### src/rtl/mul_seq_ctrl_pkg.sv
// Shared definitions for the shift-add multiplier sequencer: FSM encoding and issue latency.
package mul_seq_ctrl_pkg;

  typedef enum logic [1:0] {
    IDLE = 2'd0,
    RUN  = 2'd1,
    DONE = 2'd2
  } mul_state_t;

  // Cycles from an accepting edge to the next accepting edge; issue logic spaces multiplies by this.
  function automatic int mul_lat(input int width);
    return width + 1;
  endfunction

endpackage

### src/rtl/mul_seq_dp.sv
// Shift-add datapath: multiplicand, split accumulator, (WIDTH+1)-bit adder and product registers.
module mul_seq_dp #(
  parameter int WIDTH = 32
) (
  input  logic             clk,
  input  logic             rst,
  input  logic             load,
  input  logic             step,
  input  logic             commit,
  input  logic [WIDTH-1:0] a,
  input  logic [WIDTH-1:0] b,
  output logic [WIDTH-1:0] prod_hi,
  output logic [WIDTH-1:0] prod_lo
);

  logic [WIDTH-1:0] m;
  logic [WIDTH-1:0] acc_hi;
  logic [WIDTH-1:0] acc_lo;
  logic [WIDTH:0]   sum;
  logic [WIDTH-1:0] acc_hi_nx;
  logic [WIDTH-1:0] acc_lo_nx;

  // The adder carry lands in acc_hi's MSB after the shift, so the product never overflows.
  always_comb begin
    sum       = {1'b0, acc_hi} + (acc_lo[0] ? {1'b0, m} : {(WIDTH+1){1'b0}});
    acc_hi_nx = sum[WIDTH:1];
    acc_lo_nx = {sum[0], acc_lo[WIDTH-1:1]};
  end

  always_ff @(posedge clk) begin
    if (!rst) begin
      m       <= '0;
      acc_hi  <= '0;
      acc_lo  <= '0;
      prod_hi <= '0;
      prod_lo <= '0;
    end else begin
      if (load) begin
        m      <= a;
        acc_hi <= '0;
        acc_lo <= b;
      end else if (step) begin
        acc_hi <= acc_hi_nx;
        acc_lo <= acc_lo_nx;
      end
      // Commit coincides with the final step, so it captures the post-step accumulator.
      if (commit) begin
        prod_hi <= acc_hi_nx;
        prod_lo <= acc_lo_nx;
      end
    end
  end

endmodule

### src/rtl/mul_seq_ctrl.sv
// Sequencer for the unsigned shift-add multiplier: start/abort handshake, step counter, busy/done.
module mul_seq_ctrl
  import mul_seq_ctrl_pkg::*;
#(
  parameter int WIDTH = 32,
  parameter int CNT_W = $clog2(WIDTH)
) (
  input  logic             clk,
  input  logic             rst,
  input  logic             start,
  input  logic             abort,
  input  logic [WIDTH-1:0] a,
  input  logic [WIDTH-1:0] b,
  output logic             busy,
  output logic             done,
  output logic [WIDTH-1:0] prod_hi,
  output logic [WIDTH-1:0] prod_lo
);

  localparam logic [CNT_W-1:0] LAST_STEP = CNT_W'(WIDTH - 1);

  mul_state_t       state;
  mul_state_t       state_nx;
  logic [CNT_W-1:0] cnt;
  logic             load;
  logic             step;
  logic             commit;

  always_ff @(posedge clk) begin
    if (!rst) begin
      state <= IDLE;
      cnt   <= '0;
      busy  <= 1'b0;
      done  <= 1'b0;
    end else begin
      state <= state_nx;
      busy  <= (state_nx == RUN);
      done  <= (state_nx == DONE);
      if (load)
        cnt <= '0;
      else if (step)
        cnt <= cnt + 1'b1;
    end
  end

  always_comb begin
    state_nx = state;
    load     = 1'b0;
    step     = 1'b0;
    commit   = 1'b0;
    case (state)
      IDLE: begin
        if (start) begin
          load     = 1'b1;
          state_nx = RUN;
        end
      end
      RUN: begin
        if (abort) begin
          state_nx = IDLE;
        end else begin
          step = 1'b1;
          if (cnt == LAST_STEP) begin
            commit   = 1'b1;
            state_nx = DONE;
          end
        end
      end
      DONE: begin
        // Back-to-back accept keeps the issue rate at one multiply per WIDTH+1 cycles.
        if (start) begin
          load     = 1'b1;
          state_nx = RUN;
        end else begin
          state_nx = IDLE;
        end
      end
      default: state_nx = IDLE;
    endcase
  end

  mul_seq_dp #(
    .WIDTH(WIDTH)
  ) u_dp (
    .clk    (clk),
    .rst    (rst),
    .load   (load),
    .step   (step),
    .commit (commit),
    .a      (a),
    .b      (b),
    .prod_hi(prod_hi),
    .prod_lo(prod_lo)
  );

endmodule
### config.mk
export PLATFORM = sky130hd
export DESIGN_NAME = mul_seq_ctrl
export DESIGN_NICKNAME = d
export VERILOG_FILES = /design/src/rtl/mul_seq_ctrl_pkg.sv /design/src/rtl/mul_seq_dp.sv /design/src/rtl/mul_seq_ctrl.sv
export SDC_FILE = /design/constraint.sdc
export NUM_CORES = 1
export LEC_CHECK = 0
export CAP_MARGIN = 5
export CORE_ASPECT_RATIO = 0.7
export CORE_UTILIZATION = 40
export CTS_CLUSTER_SIZE = 16
export DETAILED_ROUTE_END_ITERATION = 6
export DONT_BUFFER_PORTS = 1
export PLACE_DENSITY = 0.64
export SLEW_MARGIN = 30
export SYNTH_ARGS = -nofsm -noshare
export SYNTH_HDL_FRONTEND = slang
export SYNTH_SLANG_ARGS = --single-unit
### constraint.sdc
create_clock -name clk -period 4.5 [get_ports clk]
set_clock_uncertainty 0.15 [all_clocks]
set_input_delay 0.45 -clock clk [delete_from_list [all_inputs] [get_ports clk]]
set_output_delay 0.45 -clock clk [all_outputs]
set_load 0.05 [all_outputs]
==> Word level (Yosys, flattened, before mapping) <==
Cells that the tools add are included.
{ "totals": {"reg_bits": 169, "output_inout_bits": 66} }
{ "classes": {"add_sub_neg": 2, "eq_ne": 5, "mux": 15, "bitwise_logic": 1, "n_reduce_logical": 4} }
{ "op_table": {"columns": ["operator", "n"], "rows": [
  ["32-bit 2-to-1 mux", 3],
  ["32-bit by 33-bit adder with 33-bit output", 1],
  ["1-bit 2-to-1 mux", 8],
  ["2-bit 2-to-1 mux", 3],
  ["2-bit case mux with 3 select lines", 1],
  ["5-bit by 1-bit adder with 5-bit output (second input constant)", 1],
  ["5-bit == test (second input constant)", 1],
  ["2-bit by 1-bit == test with 1-bit output (second input constant)", 2],
  ["2-bit == test (second input constant)", 2],
  ["2-bit OR reduction", 2],
  ["2-bit zero test", 1],
  ["2-bit nonzero test", 1],
  ["1-bit NOT", 1]
]} }

==> Logic depth before layout (Yosys ltp) <==
Gate-level depths: netlist of the first run.
{ "logic_depth": {"ltp_word": 5, "depth_mapped": 11, "depth_no_buf": 10} }

==> Cells and area by module <==
Synthesis of the first run repeated with hierarchy kept, for this count alone.
{ "hier_totals": {"hier_cells": 947, "hier_area_um2": 8423.1} }
{ "modules_own_cells": {"columns": ["mod", "n_inst", "cells_each", "area_per_inst_um2", "seq_area_each_um2"], "rows": [
  ["mul_seq_dp", 1, 910, 8060.2, 3203.1],
  ["mul_seq_ctrl", 1, 37, 362.8, 180.2]
]} }

==> Worst setup path before layout of the first run <==
OpenSTA, ideal clock, no wires.
{ "synth_path": {"kind": "register to register", "startpoint": "register u_dp.acc_lo[0]", "endpoint": "register u_dp.acc_hi[27]", "setup_ps": 62, "arrival_time_ps": 2598, "required_time_ps": 4288, "path_slack_ps": 1690, "stages_incl_launch_ff": 11, "n_path_buf": 1, "period_less_slack_ps": 2810, "path_cell_list": "dfxtp_1 > clkbuf_1 > and2_1 > fa_1 > a21o_2 > a221oi_2 > o21ai_1 > a41o_1 > nor4b_4 > or3_1 > nand3_1"} }
{ "synth_via": {"elab_chain_len": 2} }
{ "synth_lines": {"columns": ["element", "line", "text"], "rows": [
  ["start, declared", "mul_seq_dp.sv:18", "logic [WIDTH-1:0] acc_lo;"],
  ["start signal, assigned", "mul_seq_dp.sv:44", "acc_lo <= acc_lo_nx;"],
  ["32-bit 2-to-1 mux", "mul_seq_dp.sv:25", "sum = {1'b0, acc_hi} + (acc_lo[0] ? {1'b0, m} : {(WIDTH+1){1'b0}});"],
  ["32-bit by 33-bit adder with 33-bit output", "mul_seq_dp.sv:25", null],
  ["end signal, assigned", "mul_seq_dp.sv:43", "acc_hi <= acc_hi_nx;"],
  ["end, declared", "mul_seq_dp.sv:17", "logic [WIDTH-1:0] acc_hi;"]
]} }
Every way passes these cells.
A chain may end at the register's enable or synchronous reset.

==> Worst setup path in the final report of the first run <==
Ends and elaborated chain as after synthesis.

==> out/metrics.csv, run 1 <==
stage;metric;value;unit
pwr;leakagePower;3.472;nW
synthesis;synth_top_area_share;0.4085;
clock_tree;cts_buffers;17;
global_route;antenna_found_initial;0;
setup_path;path_cells;and2_1 -> ha_1 -> fa_1 -> a21o_2 -> a221oi_2 -> o21ai_1 -> a41o_1 -> nor4b_4 -> or3_1 -> nand3_1;
sta;setup_violations;0;
final_layout;fin_nets;1135;
global_route;grt_usage;0.2171;
floorplan;die_area;21300;µm²
setup_path;reg2reg_depth;10;
synthesis;ys.flop_type;dfxtp_1;
synthesis;seq_area_frac_synth;0.4085;
worst_hold_path;hp-class;primary input to flip-flop;
setup_path;crit_type;flip-flop to flip-flop;
synthesis;netlist_area;8283;µm²
global_route;grt_overflow;0;
clock_tree;clk_pin_slew;0.07;ns
detailed_routing;wl_per_cell;17.20;µm
detailed_routing;drtPass1Iterations;5;
floorplan;core_area;20070;µm²
global_route;grt_pass1_vias;6827;
clock_tree;clock_latency;0.43;ns
detailed_routing;postRouteAntennaNets;0;
sta;fmax;0.3045;GHz
floorplan;start_util;0.4127;
worst_hold_path;hold_depth;2;
detailed_routing;vias;7236;
detailed_routing;routed_wl;22620;µm
setup_path;r2r-start;u_dp.acc_lo[0]$_SDFFE_PN0P_;
global_route;grt_pass1_wl;36580;µm
placed_design;gp_congestion;0.9069;
setup_path;critPathTopFamily;compound AO/OA/AOI/OAI gates;
sta;period_needed;3.284;ns
sta;finalMaxSlewViolations;0;
setup_path;r2r_end;u_dp.acc_hi[27]$_SDFFE_PP0P_;
synthesis;postSynth.asyncResetShare;0;
worst_hold_path;min_from;a[17];
floorplan;die_w;174.0;µm
sta;finalSetupTns;0;ns
clock_tree;cts_tree;built;
floorplan;rows;43;
synthesis;yosysWarnings;0;
final_layout;syn2layout_area_growth;11.27;%
status;status;finished, final reports clean;
clock_tree;cts_hold_buf;27;
pwr;pwr_density_cell;354.2;nW/µm²
setup_path;crit_buf_inv;0;
synthesis;synth_common_cells;nand2_1 (287), dfxtp_1 (169), a21oi_1 (121);
clock_tree;cts_sinks;169;
synthesis;synthTopCellsByArea;dfxtp_1 (41%), nand2_1 (13%), a21oi_1 (7.3%);
synthesis;synth_edf_count;0;
sta;final_hold_viol_count;0;
setup_path;cpPeakStageDelay;0.49;ns
final_layout;drive_above_1_share;0.06507;
sta;timing.final.crit_share;0.7298;
setup_path;slowest_stage;dfxtp_2;
sta;worstMarginPinSlew;0.8825;ns
floorplan;io-pin-count;134;
floorplan;die_h;122.4;µm
detailed_routing;vias_per_cell;5.503;
synthesis;syn_inst;1054;
setup_path;worstPathArrival;3.50;ns
final_layout;diodes;0;
placed_design;io_buffers;0;
worst_hold_path;hold_end;u_dp.m[17]$_SDFFE_PN0P_;
sta;rsz0062_at_grt;false;
sta;max_slew_margin;0.4116;
setup_path;crit_required;4.72;ns
clock_tree;cts_resized;0;
detailed_routing;first_iter_violations;528;
clock_tree;cts_root_buffer;clkbuf_16;
setup_path;worstPathMaxFanout;33;
flow_run;drv_cap;0;
setup_path;end_kind;flip-flop;
pwr;ir_drop;0.2522;mV
final_layout;final_area;9216;µm²
synthesis;ys_ff_latch;169;
synthesis;synth_fp_nets;1157;
global_route;grt_max_degree;97;
final_layout;final_core_util;0.4593;
clock_tree;ctsHtreeMaxLevel;4;
synthesis;ys_types;76;
synthesis;synth_top_area_cell;dfxtp_1;
clock_tree;clk_path_buf_depth;2;
synthesis;synth.most_common_cell;nand2_1;
synthesis;syn_avg_cell_area;7.859;µm²
placed_design;dp_hpwl;15530;µm
clock_tree;cts_setup_buffers;0;
placed_design;dpl_cell_area;8347;µm²
setup_path;ff2ff_setup_slack;1.22;ns
setup_path;critPathLaunchType;flip-flop;
detailed_routing;drc;0;
flip-flops by register name, summed over array words and instances, names as in the netlist:
register,cells
busy,1
cnt,5
done,1
state,2
u_dp.acc_hi,32
u_dp.acc_lo,32
u_dp.m,32
u_dp.prod_hi,32
u_dp.prod_lo,32
through the flow:
step | std cells | setup WS (ns) | total power [mW] | hold WS [ns]
6_report | 1315 | 1.216 | 3.265 | 0.01973
5_1_grt | 1315 | 1.010 | 3.396 | 0.01725
4_1_cts | 1315 | 0.9117 | 3.306 | 0.001923
3_5_place_dp | 1256 | 0.9185 | 1.802 | 0.2950
3_3_place_gp | 1256 | 0.9783 | 1.799 | 0.2927
2_1_floorplan | 1054 | 1.690 | 1.752 | 0.2802
metal layers:
layer | part of all wire | GRT usage
met4 | 0.011 | 0.06031
met3 | 0.075 | 0.06103
met1 | 0.51 | 0.3173
met2 | 0.40 | 0.3073
met5 | 0 | 0
cells in the final DEF, fill, tap and decap left out, types with 7 or more instances in the layout:
master | Yosys | routed
nand3_1 | 25 | 25
xnor2_1 | 15 | 15
nor2_1 | 79 | 79
nand4_1 | 7 | 7
a21o_1 | 9 | 9
and2_1 | 37 | 36
a21oi_1 | 121 | 121
o21ai_0 | 20 | 20
ha_1 | 34 | 34
dlygate4sd3_1 | 1 | 27
clkbuf_16 | 0 | 17
nand2_1 | 287 | 284
buf_4 | 1 | 7
xor2_1 | 7 | 7
and3_1 | 9 | 8
dfxtp_1 | 169 | 168
o211ai_1 | 13 | 13
a211oi_1 | 11 | 11
a311oi_1 | 35 | 35
worst register-to-register path: stages (launching register included):
cell      delay (ns)
dfxtp_2         0.49
and2_1          0.25
ha_1            0.20
fa_1            0.41
a21o_2          0.25
a221oi_2        0.35
o21ai_1         0.17
a41o_1          0.36
nor4b_4         0.17
or3_1           0.36
nand3_1         0.08
power by group:
group | total, mW | internal, mW | leakage [nW] | switching [mW]
Combinational | 0.205 | 0.0732 | 1.83 | 0.132
Clock | 1.48 | 0.830 | 0.272 | 0.647
Sequential | 1.58 | 1.54 | 1.38 | 0.0409
Total | 3.26 | 2.44 | 3.47 | 0.820
worst max-delay path by stage:
stage / start / end / slack [ns] / depth (start not counted)
after global placement: u_dp.acc_lo[0]$_SDFFE_PN0P_ / u_dp.prod_hi[29]$_SDFFE_PN0P_ / 0.98 / 10
after floorplan: u_dp.acc_lo[0]$_SDFFE_PN0P_ / u_dp.acc_hi[27]$_SDFFE_PP0P_ / 1.69 / 10
after global routing: u_dp.acc_lo[0]$_SDFFE_PN0P_ / u_dp.acc_hi[29]$_SDFFE_PP0P_ / 1.01 / 10
final: u_dp.acc_lo[0]$_SDFFE_PN0P_ / u_dp.acc_hi[27]$_SDFFE_PP0P_ / 1.22 / 10
after detailed placement: u_dp.acc_lo[0]$_SDFFE_PN0P_ / u_dp.acc_hi[29]$_SDFFE_PP0P_ / 0.92 / 10
after CTS: u_dp.acc_lo[0]$_SDFFE_PN0P_ / u_dp.prod_hi[29]$_SDFFE_PN0P_ / 0.91 / 10
cell families after synthesis:
| family | Yosys count | share of synthesized area |
|---|---|---|
| AND/OR/NAND/NOR | 477 | 0.2524 |
| AO/OA/AOI/OAI | 266 | 0.2133 |
| flip-flops | 169 | 0.4085 |
| buffers and inverters | 83 | 0.04622 |
| adder cells (fa/ha/maj) | 35 | 0.05378 |
| XOR/XNOR | 22 | 0.02326 |
| multiplexers | 2 | 0.002568 |
area by class of cell:
class | count | area (µm²)
clock buffers | 18 | 429.2
clock inverters | 14 | 161.4
fillers | 2056 | 10850
inverters | 7 | 27.53
multi-input cells | 802 | 4542
flip-flops and latches | 169 | 3385
well taps | 270 | 337.8
repair buffers | 35 | 334.1
Power figures use the tool's default switching activity.
==> run 2, diff against run 1 <==
PLACE_DENSITY = 0.66   (was 0.64)
clock period = 2.7 ns   (was 4.5 ns; I/O delays follow)
==> run 2 against run 1 <==
Critical endpoint is now u_dp.acc_hi[29]$_SDFFE_PP0P_. Register-to-register slack got worse by 1.3 ns. Clock power is 62% higher. Utilization up 9.1 points. Critical path type unchanged. Sequential cell count unchanged. Fmax up 18%. The flow now finishes with violations (setup timing).
==> out/metrics.csv, run 2 (same netlist as run 1, synthesis figures left out) <==
stage;metric;value;unit;change
sta;worstMarginPinSlew;0.6399;ns;-0.2427 ns
floorplan;start_util;0.4127;;unchanged
sta;worst_slack;-0.09454;ns;-1.310 ns
setup_path;r2r-start;u_dp.acc_lo[0]$_SDFFE_PN0P_;;
setup_path;critPathLaunchType;flip-flop;;
sta;setup_violations;15;;+15
global_route;grt_pass1_vias;7413;;+8.6%
clock_tree;clk_pin_slew;0.07;ns;about the same
clock_tree;cts_buffers;17;;unchanged
worst_hold_path;hold_depth;3;;+1
setup_path;crit_required;2.91;ns;-1.81 ns
final_layout;multiInputGateArea;5069;µm²;+12%
clock_tree;cts_sinks;169;;unchanged
floorplan;rows;43;;unchanged
setup_path;slowest_stage;dfxtp_4;;
global_route;grt_overflow;0;;unchanged
final_layout;final_core_util;0.5503;;+0.09109
setup_path;path_cells;and2_1 -> ha_2 -> fa_2 -> a21o_4 -> a22o_1 -> o311ai_4 -> o21ai_4 -> a32o_2 -> or2_4 -> o21ai_1;;
final_layout;syn2layout_area_growth;33.34;%;
floorplan;die_area;21300;µm²;unchanged
sta;final_hold_viol_count;0;;unchanged
clock_tree;clk_path_buf_depth;2;;unchanged
clock_tree;ctsHtreeMaxLevel;4;;unchanged
final_layout;diodes;0;;unchanged
setup_path;end_kind;flip-flop;;
placed_design;io_buffers;0;;unchanged
global_route;grt_pass1_wl;38920;µm;+6.4%
setup_path;worstPathMaxFanout;4;;-88%
placed_design;dp_hpwl;16650;µm;+7.2%
sta;fmax;0.3578;GHz;+18%
clock_tree;cts_root_buffer;clkbuf_16;;
detailed_routing;drc;0;;unchanged
clock_tree;cts_tree;built;;
detailed_routing;wl_per_cell;16.97;µm;-1.3%
placed_design;dp_worst_setup_slack;-0.2008;ns;-1.119 ns
setup_path;cpPeakStageDelay;0.36;ns;-0.13 ns
detailed_routing;vias;7999;;+11%
pwr;leakagePower;4.147;nW;+19%
status;status;finished, violations left;;
final_layout;drive_above_1_share;0.1868;;+0.1217
pwr;pwr_density_cell;496.5;nW/µm²;+40%
detailed_routing;vias_per_cell;5.464;;-0.71%
final_layout;final_cell_mix;nand2_1 (285), dfxtp_1 (168), a21oi_1 (105), buf_4 (91), dlygate4sd3_1 (88);;
placed_design;gp_congestion;0.9066;;about the same
final_layout;n_fill_cell;1841;;-10%
sta;finalSetupTns;-0.5683;ns;-0.5683 ns
detailed_routing;postRouteAntennaNets;0;;unchanged
global_route;antenna_found_initial;0;;unchanged
worst_hold_path;min_from;start;;
status;violations;setup timing;;
clock_tree;clock_latency;0.43;ns;about the same
floorplan;core_area;20070;µm²;unchanged
sta;period_needed;2.795;ns;-0.4896 ns
floorplan;die_w;174.0;µm;unchanged
setup_path;ff2ff_setup_slack;-0.09;ns;-1.31 ns
final_layout;mostFrequentLayoutCell;nand2_1;;
final_layout;final_area;11040;µm²;+20%
global_route;grt_usage;0.2312;;+0.01408
worst_hold_path;hp-class;primary input to flip-flop;;
setup_path;worstPathArrival;3.00;ns;-0.50 ns
setup_path;crit_type;flip-flop to flip-flop;;
worst_hold_path;hold_end;u_dp.m[31]$_SDFFE_PN0P_;;
detailed_routing;first_iter_violations;591;;+12%
setup_path;reg2reg_depth;10;;unchanged
floorplan;io-pin-count;134;;unchanged
pwr;ir_drop;0.4561;mV;+81%
detailed_routing;drtPass1Iterations;5;;unchanged
setup_path;r2r_end;u_dp.acc_hi[29]$_SDFFE_PP0P_;;
sta;max_slew_margin;0.5734;;+0.1618
setup_path;crit_buf_inv;0;;unchanged
placed_design;dpl_cell_area;9006;µm²;+7.9%
flow_run;drv_cap;0;;unchanged
final_layout;fin_nets;1284;;+13%
global_route;grt_max_degree;97;;unchanged
final_layout;seqCellArea;3387;µm²;about the same
sta;timing.final.crit_share;1.035;;+0.3052
sta;rsz0062_at_grt;true;;
sta;finalMaxSlewViolations;0;;unchanged
setup_path;critPathTopFamily;compound AO/OA/AOI/OAI gates;;
detailed_routing;routed_wl;24850;µm;+9.9%
floorplan;die_h;122.4;µm;unchanged
## run 2: per-stage QoR
stage,power (mW),std cells,hold slack (ns)
6_report,5.483,1464,0.01287
4_1_cts,5.504,1458,-0.1654
2_1_floorplan,2.921,1054,0.2560
3_3_place_gp,3.033,1335,0.2578
3_5_place_dp,3.038,1335,0.2626
5_1_grt,5.679,1464,0.03731
## run 2: area by class of cell
class	count	area share
clock inverter	14	0.01258
inverter	7	0.002492
sequential	169	0.3067
clock buffer	18	0.03886
tap	270	0.03059
multi-input combinational	802	0.4589
timing repair buffer	184	0.1499
## run 2: tightest hold or removal path: cells and delay by family
kind	cells	cell delay, ns
and+or+nand+nor	2	0.23
AOI/OAI and AO/OA	1	0.05
## run 2: per-layer routing
metal	vias up	global-route usage	routed length [µm]
li1	3921	-	-
met2	271	0.3423	10440
met3	38	0.04275	1480
met5	-	0	0
met4	0	0.07072	483
met1	3769	0.3379	12440
## run 2: power by group
| part | leakage (nW) | total (mW) | switching, mW | internal, mW |
|---|---|---|---|---|
| clock network | 0.275 | 2.40 | 1.11 | 1.29 |
| logic | 2.50 | 0.452 | 0.257 | 0.196 |
| registers | 1.38 | 2.63 | 0.0613 | 2.57 |
## run 2: worst max path at each step
stage	start	end	depth (start not counted)
global route	u_dp.acc_lo[0]$_SDFFE_PN0P_	u_dp.prod_hi[20]$_SDFFE_PN0P_	11
detailed placement	u_dp.acc_lo[0]$_SDFFE_PN0P_	u_dp.prod_hi[25]$_SDFFE_PN0P_	10
CTS	u_dp.acc_lo[0]$_SDFFE_PN0P_	u_dp.prod_hi[20]$_SDFFE_PN0P_	10
floorplan	u_dp.acc_lo[0]$_SDFFE_PN0P_	u_dp.prod_hi[25]$_SDFFE_PN0P_	11
finish	u_dp.acc_lo[0]$_SDFFE_PN0P_	u_dp.acc_hi[29]$_SDFFE_PP0P_	10
global placement	u_dp.acc_lo[0]$_SDFFE_PN0P_	u_dp.prod_hi[30]$_SDFFE_PN0P_	11
## run 2: timing repair
| item | 4_1_cts | 5_1_grt |
|---|---|---|
| resized for setup | 38 | 55 |
| pin swaps | 18 | 34 |
| buffers inserted | 4 | 5 |
| endpoints found under the hold margin | 83 | 6 |
| endpoints found under the setup margin | 34 | 41 |
| hold buffers | 87 | 1 |
